`src/rtl/fft_sched_pkg.sv`:
```
// Shared types, sizes and the digit-reversal mapping for the FFT frame scheduler.
package fft_sched_pkg;

    localparam int N_POINT = 2048;
    localparam int LOG2N   = 11;
    localparam int BANKS   = 4;

    typedef enum logic [2:0] {
        S_IDLE     = 3'd0,
        S_LOAD     = 3'd1,
        S_START    = 3'd2,
        S_WAIT_ACK = 3'd3,
        S_RUN      = 3'd4,
        S_UNLOAD   = 3'd5,
        S_DRAIN    = 3'd6
    } sched_state_e;

    // Radix-4 digit reversal of an 11-bit bin index (five base-4 digits plus one leftover bit).
    function automatic logic [LOG2N-1:0] rev(input logic [LOG2N-1:0] k);
        rev = {k[1:0], k[3:2], k[5:4], k[7:6], k[9:8], k[10]};
    endfunction

endpackage

```
`src/rtl/fft_out_delay.sv`:
```
// Aligns the unload qualifiers (valid/index/SOP/EOP) with RAM read data,
// which appears RD_LAT cycles after the read strobe.
module fft_out_delay #(
    parameter int RD_LAT = 2,
    parameter int IW     = 11
) (
    input  logic          iCLK,
    input  logic          iRESET,
    input  logic          valid_i,
    input  logic [IW-1:0] idx_i,
    input  logic          sop_i,
    input  logic          eop_i,
    output logic          valid_o,
    output logic [IW-1:0] idx_o,
    output logic          sop_o,
    output logic          eop_o
);

    localparam int W = IW + 3;

    logic [W-1:0] pipe_q [RD_LAT];

    // Shift register; cleared only by reset so in-flight bins survive state changes.
    always_ff @(posedge iCLK or negedge iRESET) begin
        if (!iRESET) begin
            for (int i = 0; i < RD_LAT; i++) begin
                pipe_q[i] <= '0;
            end
        end else begin
            pipe_q[0] <= {valid_i, sop_i, eop_i, idx_i};
            for (int i = 1; i < RD_LAT; i++) begin
                pipe_q[i] <= pipe_q[i-1];
            end
        end
    end

    assign {valid_o, sop_o, eop_o, idx_o} = pipe_q[RD_LAT-1];

endmodule

```
`src/rtl/fft_frame_sched.sv`:
```
// Frame scheduler: loads 2048 samples into the 4-bank RAM, hands the banks to the
// radix-4 FFT core, then streams the results out in natural bin order.
module fft_frame_sched
    import fft_sched_pkg::*;
#(
    parameter int A_BIT  = 9,
    parameter int RD_LAT = 2,
    parameter int ACK_TO = 4,
    parameter bit REV_EN = 1'b1
) (
    input  logic             iCLK,
    input  logic             iRESET,
    input  logic             iEN,
    input  logic             iIN_VALID,
    output logic             oIN_READY,
    output logic             oLD_WE,
    output logic [1:0]       oLD_BANK,
    output logic [A_BIT-1:0] oLD_ADDR,
    output logic             oFFT_START,
    input  logic             iFFT_RDY,
    output logic             oMEM_OWN,
    output logic             oUL_RE,
    output logic [1:0]       oUL_BANK,
    output logic [A_BIT-1:0] oUL_ADDR,
    output logic             oOUT_VALID,
    output logic             oOUT_SOP,
    output logic             oOUT_EOP,
    output logic [A_BIT+1:0] oOUT_IDX,
    output logic             oBUSY,
    output logic             oERR,
    output logic [7:0]       oFRAME_CNT
);

    localparam int IW = A_BIT + 2;
    localparam int BW = $clog2(BANKS);
    localparam int AW = $clog2(ACK_TO + 1);
    localparam int DW = $clog2(RD_LAT + 1);
    localparam logic [IW-1:0] LAST_IDX = IW'(N_POINT - 1);

    sched_state_e state_q, state_d;

    logic [IW-1:0]    n_q, n_d;
    logic [IW-1:0]    k_q, k_d;
    logic [AW-1:0]    ack_cnt_q, ack_cnt_d;
    logic [DW-1:0]    drain_cnt_q, drain_cnt_d;
    logic             ld_we_q, ld_we_d;
    logic [BW-1:0]    ld_bank_q, ld_bank_d;
    logic [A_BIT-1:0] ld_addr_q, ld_addr_d;
    logic             fft_start_q, fft_start_d;
    logic             mem_own_q, mem_own_d;
    logic             ul_re_q, ul_re_d;
    logic [BW-1:0]    ul_bank_q, ul_bank_d;
    logic [A_BIT-1:0] ul_addr_q, ul_addr_d;
    logic [IW-1:0]    ul_idx_q, ul_idx_d;
    logic             busy_q, busy_d;
    logic             err_q, err_d;
    logic [7:0]       frame_cnt_q, frame_cnt_d;

    logic             accept_s;
    logic             ack_timeout_s;
    logic             frame_done_s;
    logic             unload_s;
    logic [IW-1:0]    mem_idx_s;

    assign oIN_READY     = (state_q == S_LOAD);
    assign accept_s      = iIN_VALID & oIN_READY;
    assign ack_timeout_s = (state_q == S_WAIT_ACK) && iFFT_RDY && (ack_cnt_q == AW'(ACK_TO - 1));
    assign frame_done_s  = (state_q == S_DRAIN) && (drain_cnt_q == DW'(RD_LAT - 1));
    assign unload_s      = (state_q == S_UNLOAD);

    // State register.
    always_ff @(posedge iCLK or negedge iRESET) begin
        if (!iRESET) begin
            state_q <= S_IDLE;
        end else begin
            state_q <= state_d;
        end
    end

    // Next-state logic.
    always_comb begin
        state_d = state_q;
        case (state_q)
            S_IDLE:     if (iEN) state_d = S_LOAD; else state_d = S_IDLE;
            S_LOAD:     if (accept_s && (n_q == LAST_IDX)) state_d = S_START; else state_d = S_LOAD;
            S_START:    state_d = S_WAIT_ACK;
            S_WAIT_ACK: begin
                if (!iFFT_RDY) begin
                    state_d = S_RUN;
                end else if (ack_timeout_s) begin
                    state_d = S_IDLE;
                end else begin
                    state_d = S_WAIT_ACK;
                end
            end
            S_RUN:      if (iFFT_RDY) state_d = S_UNLOAD; else state_d = S_RUN;
            S_UNLOAD:   if (k_q == LAST_IDX) state_d = S_DRAIN; else state_d = S_UNLOAD;
            S_DRAIN:    if (frame_done_s) state_d = S_IDLE; else state_d = S_DRAIN;
            default:    state_d = S_IDLE;
        endcase
    end

    // Output and counter next values. Ownership follows the next state so the RAM
    // port hand-over lands one cycle after the last load write and before the first read.
    always_comb begin
        mem_idx_s   = REV_EN ? rev(k_q) : k_q;
        n_d         = accept_s ? n_q + IW'(1) : n_q;
        ld_we_d     = accept_s;
        ld_bank_d   = accept_s ? n_q[IW-1:A_BIT] : ld_bank_q;
        ld_addr_d   = accept_s ? n_q[A_BIT-1:0] : ld_addr_q;
        fft_start_d = (state_q == S_START);
        mem_own_d   = (state_d == S_WAIT_ACK) || (state_d == S_RUN);
        ack_cnt_d   = (state_q == S_WAIT_ACK) ? ack_cnt_q + AW'(1) : '0;
        k_d         = unload_s ? k_q + IW'(1) : '0;
        ul_re_d     = unload_s;
        ul_bank_d   = unload_s ? mem_idx_s[IW-1:A_BIT] : '0;
        ul_addr_d   = unload_s ? mem_idx_s[A_BIT-1:0] : '0;
        ul_idx_d    = unload_s ? k_q : '0;
        drain_cnt_d = (state_q == S_DRAIN) ? drain_cnt_q + DW'(1) : '0;
        busy_d      = (state_d != S_IDLE);
        err_d       = err_q | ack_timeout_s;
        frame_cnt_d = frame_done_s ? frame_cnt_q + 8'd1 : frame_cnt_q;
    end

    // Counters and registered outputs.
    always_ff @(posedge iCLK or negedge iRESET) begin
        if (!iRESET) begin
            n_q         <= '0;
            k_q         <= '0;
            ack_cnt_q   <= '0;
            drain_cnt_q <= '0;
            ld_we_q     <= 1'b0;
            ld_bank_q   <= '0;
            ld_addr_q   <= '0;
            fft_start_q <= 1'b0;
            mem_own_q   <= 1'b0;
            ul_re_q     <= 1'b0;
            ul_bank_q   <= '0;
            ul_addr_q   <= '0;
            ul_idx_q    <= '0;
            busy_q      <= 1'b0;
            err_q       <= 1'b0;
            frame_cnt_q <= 8'd0;
        end else begin
            n_q         <= n_d;
            k_q         <= k_d;
            ack_cnt_q   <= ack_cnt_d;
            drain_cnt_q <= drain_cnt_d;
            ld_we_q     <= ld_we_d;
            ld_bank_q   <= ld_bank_d;
            ld_addr_q   <= ld_addr_d;
            fft_start_q <= fft_start_d;
            mem_own_q   <= mem_own_d;
            ul_re_q     <= ul_re_d;
            ul_bank_q   <= ul_bank_d;
            ul_addr_q   <= ul_addr_d;
            ul_idx_q    <= ul_idx_d;
            busy_q      <= busy_d;
            err_q       <= err_d;
            frame_cnt_q <= frame_cnt_d;
        end
    end

    fft_out_delay #(
        .RD_LAT (RD_LAT),
        .IW     (IW)
    ) u_out_delay (
        .iCLK    (iCLK),
        .iRESET  (iRESET),
        .valid_i (ul_re_q),
        .idx_i   (ul_idx_q),
        .sop_i   (ul_re_q && (ul_idx_q == '0)),
        .eop_i   (ul_re_q && (ul_idx_q == LAST_IDX)),
        .valid_o (oOUT_VALID),
        .idx_o   (oOUT_IDX),
        .sop_o   (oOUT_SOP),
        .eop_o   (oOUT_EOP)
    );

    assign oLD_WE     = ld_we_q;
    assign oLD_BANK   = ld_bank_q;
    assign oLD_ADDR   = ld_addr_q;
    assign oFFT_START = fft_start_q;
    assign oMEM_OWN   = mem_own_q;
    assign oUL_RE     = ul_re_q;
    assign oUL_BANK   = ul_bank_q;
    assign oUL_ADDR   = ul_addr_q;
    assign oBUSY      = busy_q;
    assign oERR       = err_q;
    assign oFRAME_CNT = frame_cnt_q;

endmodule

```
`config.mk`:
```
export PLATFORM = sky130hd
export DESIGN_NAME = fft_frame_sched
export DESIGN_NICKNAME = d
export VERILOG_FILES = /design/src/rtl/fft_sched_pkg.sv /design/src/rtl/fft_out_delay.sv /design/src/rtl/fft_frame_sched.sv
export SDC_FILE = /design/constraint.sdc
export NUM_CORES = 1
export LEC_CHECK = 0
export CAP_MARGIN = 5
export CORE_AREA = 2 2 81 83
export CTS_BUF_LIST = sky130_fd_sc_hd__clkbuf_4
export DETAILED_ROUTE_END_ITERATION = 7
export DIE_AREA = 0 0 83 85
export PLACE_DENSITY = 0.84
export SLEW_MARGIN = 15
export SYNTH_ARGS = -nofsm -noshare
export SYNTH_HDL_FRONTEND = slang
export SYNTH_SLANG_ARGS = --single-unit
```
`constraint.sdc`:
```
create_clock -name iCLK -period 2.8 [get_ports iCLK]
set_clock_uncertainty 0.15 [all_clocks]
set_input_delay 0.56 -clock iCLK [delete_from_list [all_inputs] [get_ports iCLK]]
set_output_delay 0.56 -clock iCLK [all_outputs]
set_load 0.005 [all_outputs]
```
# Word-level counts from Yosys, hierarchy flattened
# Index checks and enable logic that the tools add are counted.
# classes
n_addsub	5
n_eq_ne	13
mux	14
bitwise_logic	2
n_reduce_logical	10
# op_table
operator	count
$eq 11x11->1 const B	3
$add 11x1->11 const B	2
$mux 11	2
$pmux 3 s7	1
$eq 3x2->1 const B	4
$eq 3x3->1 const B	4
$logic_not 11->1	1
$mux 2	5
$mux 3	3
$mux 9	1
$add 8x1->8 const B	1
$logic_and 1x1->1	6
$add 3x1->3 const B	1
$eq 3x1->1 const B	1
$logic_not 3->1	1
$reduce_bool 3->1	1
$add 2x1->2 const B	1
$eq 2x1->1 const B	1
$mux 1	2
$and 1x1->1	1
$logic_or 1x1->1	1
$or 1x1->1	1
# word_totals
register_bits	105
inputBits	5

# Logic depth before layout (Yosys ltp)
# Gate-level depths: netlist (run 1).
# logic_depth
depth_word	8
ltp_mapped	6
depth_no_buf	6

# By module
# A second synthesis (run 1) with hierarchy kept.
# unflattened
cells_unflattened	269
area_unflattened_um2	3601.0
# by_module_without_submodules
mod	n_inst	cells_each	area_per_inst_um2	seq_area_each_um2
fft_frame_sched	1	230	2817.7	1651.6
fft_out_delay	1	39	783.3	700.7

# Worst setup path before layout (run 1)
# Ideal clock, no wire load.
# synth_timing
path_type	register to register
startpoint	register ack_cnt_q[0]
endpoint	register mem_own_q, in the netlist oMEM_OWN
arrival_ns	1.529
required_time_ns	2.519
setup_slack_ns	0.990
stages_incl_launch_ff	7
n_path_buf	0
synth_period_minus_slack_ns	1.810
cell_sequence	dfrtp_1 > ha_1 > ha_1 > or4bb_1 > o211ai_1 > or2_2 > o21ai_0
# synth_between
elab_chain_len	7
# synth_rtl
item	line_no	text
start: declaration	fft_frame_sched.sv:44	logic [AW-1:0] ack_cnt_q, ack_cnt_d;
start signal: assignment	fft_frame_sched.sv:147	ack_cnt_q <= ack_cnt_d;
$eq 3x2->1 (*)	fft_frame_sched.sv:67	assign ack_timeout_s = (state_q == S_WAIT_ACK) && iFFT_RDY && (ack_cnt_q == AW'(ACK_TO - 1));
$logic_and 1x1->1 (*)	fft_frame_sched.sv:67	
$mux 2 (*)	fft_frame_sched.sv:90	end else if (ack_timeout_s) begin
$mux 3 (*)	fft_frame_sched.sv:88	if (!iFFT_RDY) begin
$pmux 3 s7 (*)	fft_frame_sched.sv:83	case (state_q)
$eq 3x2->1 / $eq 3x3->1 (equally long branches)	fft_frame_sched.sv:112	mem_own_d = (state_d == S_WAIT_ACK) || (state_d == S_RUN);
$logic_or 1x1->1 (*)	fft_frame_sched.sv:112	
named net mem_own_d	fft_frame_sched.sv:50	logic mem_own_q, mem_own_d;
end signal: assignment	fft_frame_sched.sv:153	mem_own_q <= mem_own_d;
end: declaration	fft_frame_sched.sv:50	
# Mark *: on every way through the listed nets, which the timed path passes. The rest lies on a longest branch.
# A chain may end at the register's enable or synchronous reset.

# Final worst setup path (run 1)
# layout_timing
startpoint	register state_q[1]
endpoint	output oIN_READY
# layout_between
elab_chain_len	1
# layout_rtl
item	line_no	text
start: declaration	fft_frame_sched.sv:40	sched_state_e state_q, state_d;
start signal: assignment	fft_frame_sched.sv:76	state_q <= state_d;
$eq 3x1->1	fft_frame_sched.sv:65	assign oIN_READY = (state_q == S_LOAD);
end: declaration	fft_frame_sched.sv:15	output logic oIN_READY,
# Every way passes these cells.

==> results of run 1 <==
==> how the worst min path moves through the flow <==
| stage | end | cells after the start |
|---|---|---|
| 2_1_floorplan | ack_cnt_q[0] | 0 |
| 3_3_place_gp | u_out_delay.idx_o[7] | 0 |
| 3_5_place_dp | u_out_delay.idx_o[1] | 0 |
| 4_1_cts | u_out_delay.idx_o[8] | 0 |
| 5_1_grt | u_out_delay.idx_o[8] | 0 |
| 6_report | u_out_delay.idx_o[7] | 0 |
==> routing by layer <==
layer / global-route usage / part of all wire / up-vias
met5: 0 / 0 / -
met4: 0.09389 / 0.020 / 0
met3: 0.04767 / 0.043 / 11
met2: 0.2720 / 0.47 / 57
met1: 0.2263 / 0.46 / 1031
li1: - / - / 997
==> through the flow <==
| stage | hold slack, ns | setup slack, ns | instance area, sq um | instances |
|---|---|---|---|---|
| floorplan | 0.1144 | 0.9903 | 3531 | 266 |
| global placement | 0.1816 | 0.5455 | 4091 | 384 |
| detailed placement | 0.1847 | 0.5058 | 4091 | 384 |
| CTS | 0.2173 | 0.07922 | 4234 | 401 |
| global route | 0.2237 | 0.07211 | 4235 | 401 |
| finish | 0.2144 | 0.1449 | 4235 | 401 |
==> worst max-delay path: stages, from the launching register on <==
cell and delay, ns:
dfrtp_1 0.55, nor3b_1 0.37, clkdlybuf4s50_1 0.58
==> sequential cells by signal, indices dropped and copies added (netlist names), 3 cells and up <==
register and flops:
u_out_delay.pipe_q 14, u_out_delay.idx_o 11, ack_cnt_q 3, k_q 11, oLD_ADDR 9, oFRAME_CNT 8
ul_idx_q 10, n_q 11, state_q 3
==> kinds of logic (layout without fill, tap and decap cells) <==
family	Yosys count	count (layout)
buffers and inverters	23	81
XOR/XNOR	26	26
adder cells (fa/ha/maj)	6	6
multiplexers	14	14
AO/OA/AOI/OAI	11	11
flip-flops	94	94
AND/OR/NAND/NOR	92	92
==> cell usage after synthesis, types with 2 or more instances <==
library cell | n | area (sq um)
and4_1 | 5 | 43.79
clkbuf_1 | 3 | 11.26
inv_1 | 5 | 18.77
o21ai_0 | 3 | 15.01
nand4_1 | 8 | 50.05
nor2_1 | 24 | 90.09
xnor2_1 | 13 | 113.9
nor4_1 | 2 | 12.51
ha_1 | 6 | 75.07
o21bai_1 | 2 | 15.01
nand3_1 | 8 | 40.04
mux2_2 | 14 | 157.7
nor3b_1 | 2 | 15.01
dfrtp_1 | 94 | 2352
nand3b_1 | 2 | 15.01
or4bb_1 | 2 | 22.52
or2_2 | 2 | 12.51
buf_2 | 4 | 20.02
nand2_1 | 13 | 48.80
buf_4 | 11 | 82.58
a21oi_1 | 2 | 10.01
o211ai_1 | 2 | 15.01
and2_1 | 13 | 81.33
and3_1 | 6 | 37.54
xor2_1 | 13 | 113.9
==> power by group <==
part	switching [W]	leakage [nW]	total (W)	internal (W)
sequential	0.000148	1.28	0.00166	0.00151
clock	0.000488	0.0710	0.000692	0.000204
combinational	0.000224	0.642	0.000536	0.000312
==> final cells by class <==
class / instances / area (sq um)
flip-flops and latches: 94 / 2354
fillers: 449 / 1969
multi-input cells: 149 / 1046
repair buffers: 60 / 588.1
well taps: 77 / 96.34
clock buffers: 9 / 67.56
clock inverters: 7 / 65.06
inverters: 5 / 18.77
==> timing repair <==
action                                 4_1_cts  5_1_grt
setup endpoints to repair                    0        1
resized for setup                            0        1
hold buffers                                 1        0
endpoints found under the hold margin       47        0
==> metrics.md, run 1 <==
| Metric | Value |
|---|---|
| Worst vdd ir | 0.4210 mV |
| Core area | 6205 sq um |
| Final setup viols | 0 |
| Synth Cell Area | 3531 sq um |
| ANT nets after route | 0 |
| Number of I/O port buffers | 55 |
| Largest net degree at the start of global routing | 51 |
| Crit path max fanout | 15 |
| DRT iter0 DRCs | 74 |
| Final Cycle Share | 0.9483 |
| Status | finished, final reports clean |
| Commonest non-fill, non-tap cells in the layout | dfrtp_1, clkdlybuf4s50_1, nor2_1, mux2_2 |
| Routed WL | 5613 um |
| Relative slew slack | 0.6129 |
| Fmax | 0.3766 GHz |
| Gr ovfl total | 0 |
| Worst setup path category | reg2out |
| Die Y | 85 um |
| Global placer's final weighted congestion | 0.8243 |
| CP startpoint kind | flip-flop |
| Starting Density | 0.5691 |
| CTS Buf Count | 9 |
| R2r startpoint | state_q[1] |
| Avg Cell Area, Syn | 13.27 sq um |
| Post-Syn Instances | 266 |
| RSZ-0062 raised after global routing | no |
| Post-synthesis mux area share | 0.04465 |
| First-pass GRT wire length | 9632 um |
| R2r worst-path depth | 4 |
| Antenna Cells | 0 |
| Adder-Cell Fraction of Synth Area | 0.02126 |
| Hpwl dp | 3935 um |
| Number of post-CTS setup repair buffers | 0 |
| Nets | 330 |
| Static Leak | 1.994 nW |
| Rows | 29 |
| # IOs | 56 |
| Compound-Gate Fraction of Synth Area | 0.02091 |
| Ys async rst share | 1.000 |
| TritonCTS clock tree | done |
| DRT Pass-1 Iters | 4 |
| Vias | 2096 |
| Hold Path Class | reg2reg |
| Fin. Hold Viols | 0 |
| Arr. time, crit path | 1.95 ns |
| Initial antenna violation count | 0 |
| Pins over their slew limit | 0 |
| Fraction of layout cells with a size suffix above 1 | 0.1173 |
| Worst Setup EP | oIN_READY |
| Prevailing post-synth register cell | dfrtp_1 |
| DRC violations left | 0 |
| # H-tree levels | 3 |
| Number of max-cap violations | 0 |
| Die Wd | 83 um |
| Power Total | 0.002884 W |
| CP Capture Type | primary output |
| Seq/Total Area, Yosys | 0.6662 |
| Clk_lat worst skew | 0.45 ns |
| Drt via density | 5.227 |
| Synth Register Bits | 94 |
| Vias in the first global route | 2124 |
| Final core utilization | 0.6826 |
| Ys Warns | 0 |
| Largest family of logic cells by synthesized area | simple AND/OR/NAND/NOR gates |
| Req. time, crit path | 2.09 ns |
| Most common cell after layout, fill and taps aside | dfrtp_1 |
| WL/cell | 14.00 um |
| Cell area power density | 681.0 nW/um^2 |
| EDFF count, synth | 0 |
| Clock period minus worst slack | 2.655 ns |
| Die area | 7055 sq um |
| Setup slack, reg-to-reg | 0.86 ns |
| Clk buf depth | 2 |
| GRT Overall Usage | 0.1747 |
| Critical Path Start | state_q[1] |
| Syn nets | 277 |
| CTS Root Cell | clkbuf_4 |
| Min-delay src | u_out_delay.pipe_q[21] |
| Crit Reg-Reg Endpoint | state_q[0] |
| Worst-path clk slew | 0.15 ns |
| Post-Synth XOR/XNOR Area | 0.06449 |
| Yosys cell types | 32 |
| Worst Tran Pin Value | 0.5806 ns |
| Fin Setup TNS | 0 ns |
| Simple-gate share of the synthesized area | 0.1449 |
| Layout Area Growth over Synthesis | 19.95% |
| Sink Count | 94 |
(Power assumes the default switching activity.)
==> run 2, diff against run 1 <==
--- a/config.mk
+++ b/config.mk
@@ -6,11 +6,11 @@
 export NUM_CORES = 1
 export LEC_CHECK = 0
 export CAP_MARGIN = 5
-export CORE_AREA = 2 2 81 83
+export CORE_AREA = 2 2 84 86
 export CTS_BUF_LIST = sky130_fd_sc_hd__clkbuf_4
 export DETAILED_ROUTE_END_ITERATION = 7
-export DIE_AREA = 0 0 83 85
-export PLACE_DENSITY = 0.84
+export DIE_AREA = 0 0 86 88
+export PLACE_DENSITY_LB_ADDON = 0.12
 export SLEW_MARGIN = 15
 export SYNTH_ARGS = -nofsm -noshare
 export SYNTH_HDL_FRONTEND = slang
==> constraint.sdc (replaced) <==
create_clock -name iCLK -period 3 [get_ports iCLK]
set_clock_uncertainty 0.15 [all_clocks]
set_input_delay 0.6 -clock iCLK [delete_from_list [all_inputs] [get_ports iCLK]]
set_output_delay 0.6 -clock iCLK [all_outputs]
set_load 0.005 [all_outputs]
==> metrics.md, run 2 (synthesized netlist as in run 1, its figures left out) <==
| Metric | Value |
|---|---|
| Number of I/O port buffers | 55 |
| Fmax | 0.3764 GHz |
| First-pass GRT wire length | 9804 um |
| Relative slew slack | 0.7421 |
| Routed wl met3 | 253 um |
| Met2 WL | 2495 um |
| Slowest CP cell | dfrtp_1 |
| Number of max-cap violations | 0 |
| # H-tree levels | 3 |
| # hold bufs at CTS | 1 |
| TritonCTS clock tree | done |
| Final worst slack | 0.3435 ns |
| DRT Pass-1 Iters | 4 |
| Worst setup path category | reg2out |
| Combinational power share | 0.183 |
| Cell area power density | 629.4 nW/um^2 |
| Req. time, crit path | 2.25 ns |
| Switch share | 0.2930 |
| Post-route insts no fill | 402 |
| Die Wd | 86 um |
| Static Leak | 1.995 nW |
| Place WS | 0.6601 ns |
| Worst Tran Pin Value | 0.3868 ns |
| Crit-path cells | nor3b_1, clkdlybuf4s50_1 |
| Sink Count | 94 |
| Starting Density | 0.5315 |
| Number of flip-flops in the largest register | 14 |
| Fin. Hold Viols | 0 |
| Commonest non-fill, non-tap cells in the layout | dfrtp_1, clkdlybuf4s50_1, nor2_1, mux2_2 |
| Int Power | 0.001886 W |
| Fin Setup TNS | 0 ns |
| DRT iter0 DRCs | 115 |
| Layout Area Growth over Synthesis | 20.02% |
| Status | finished, final reports clean |
| Clock period minus worst slack | 2.656 ns |
| Psw | 0.0007814 W |
| Rows | 30 |
| ANT nets after route | 0 |
| Final setup viols | 0 |
| Top routing layer used | met4 |
| Most common cell after layout, fill and taps aside | dfrtp_1 |
| Initial antenna violation count | 0 |
| # IOs | 56 |
| Die Y | 88 um |
| Metal-1 WL | 2728 um |
| Worst-path clk slew | 0.14 ns |
| CTS Root Cell | clkbuf_4 |
| Final Cycle Share | 0.8855 |
| DP Cell Count | 385 |
| Arr. time, crit path | 1.91 ns |
| CP Capture Type | primary output |
| Crit path max fanout | 15 |
| Multi-input gate area | 1046 sq um |
| Routed WL | 5582 um |
| Reg area | 2352 sq um |
| Clk buf depth | 2 |
| Largest Register | u_out_delay.pipe_q |
| Fraction of layout cells with a size suffix above 1 | 0.1087 |
| Hold Path Class | reg2reg |
| Resize count post-CTS | 0 |
| Die area | 7568 sq um |
| Pins over their slew limit | 0 |
| WL/cell | 13.89 um |
| Largest net degree at the start of global routing | 68 |
| Slowest stage delay, CP | 0.60 ns |
| CP Buf/Inv Count | 1 |
| GRT Overall Usage | 0.1679 |
| CTS Buf Count | 9 |
| RSZ-0062 raised after global routing | no |
| Nets | 328 |
| Filler cell count | 530 |
| Antenna Cells | 0 |
| Drt via density | 5.100 |
| Core area | 6644 sq um |
| Clk_lat worst skew | 0.43 ns |
| Gr ovfl total | 0 |
| CP startpoint kind | flip-flop |
| Flop pwr share | 0.579 |
| Vias in the first global route | 2021 |
| Hpwl dp | 3781 um |
| Global placer's final weighted congestion | 0.7954 |
| Worst vdd ir | 0.4034 mV |
| Clock share of power | 0.237 |
| Vias | 2050 |
| CP delay by family, top | flip-flops |
| DRC violations left | 0 |
| Number of post-CTS setup repair buffers | 0 |
## run 2: cell types whose count changed in the layout (fill, tap and decap cells not counted), sizes merged
| cell | previous run | this run |
|---|---|---|
| inv | 9 | 8 |
| clkinvlp | 1 | 0 |
| buf | 5 | 3 |
| clkinv | 2 | 4 |
## run 2: worst reg2reg max path, cell delays in order (launching register included)
cell and delay (ns):
dfrtp_1 0.41, ha_1 0.20, ha_1 0.20, or4bb_1 0.51, o211ai_1 0.13, or2_2 0.15
o21ai_0 0.06
## run 2: cell type report
| class | count | share of cell area |
|---|---|---|
| clock buffers | 9 | 0.01594 |
| clock inverters | 7 | 0.01594 |
| inverters | 5 | 0.004429 |
| multi-input cells | 149 | 0.2468 |
| flip-flops and latches | 94 | 0.5551 |
| well taps | 80 | 0.02362 |
| repair buffers | 58 | 0.1382 |
## run 2: path summary, 6_finish.rpt
check	startpoint	to	slack, ns	cells past startpoint
min in group asynchronous	iRESET	u_out_delay.idx_o[1]	0.45	2
worst max register to register	ack_cnt_q[0]	oMEM_OWN	1.07	6
worst min-delay path	u_out_delay.pipe_q[24]	u_out_delay.idx_o[10]	0.21	0
worst min register to register	u_out_delay.pipe_q[24]	u_out_delay.idx_o[10]	0.21	0
max in group asynchronous	iRESET	u_out_delay.pipe_q[24]	1.59	3
worst max-delay path	state_q[0]	oIN_READY	0.34	2
## run 2: power by group through the flow
| stage | logic, W | clock network, W | registers, W |
|---|---|---|---|
| detailed placement | 0.000496 | 0 | 0.00157 |
| global route | 0.000556 | 0.000722 | 0.00157 |
| CTS | 0.000502 | 0.000654 | 0.00155 |
| floorplan | 0.000294 | 0 | 0.00152 |
| global placement | 0.000488 | 0 | 0.00156 |
| finish | 0.000489 | 0.000633 | 0.00155 |
## run 2: per-stage QoR
| step | power [W] | hold slack, ns | util | instance area (sq um) |
|---|---|---|---|---|
| after global routing | 0.002852 | 0.2137 | 0.6379 | 4238 |
| after CTS | 0.002702 | 0.2101 | 0.6379 | 4238 |
| after global placement | 0.002053 | 0.1813 | 0.6160 | 4093 |
| final | 0.002667 | 0.2120 | 0.6379 | 4238 |
| after detailed placement | 0.002068 | 0.1847 | 0.6160 | 4093 |
| after floorplan | 0.001815 | 0.1544 | - | 3531 |
## run 2: per-layer routing
metal / GRT usage / vias up
met5: 0 / -
li1: - / 996
met4: 0.07359 / 0
met1: 0.2459 / 995
met3: 0.04713 / 7
met2: 0.2354 / 52
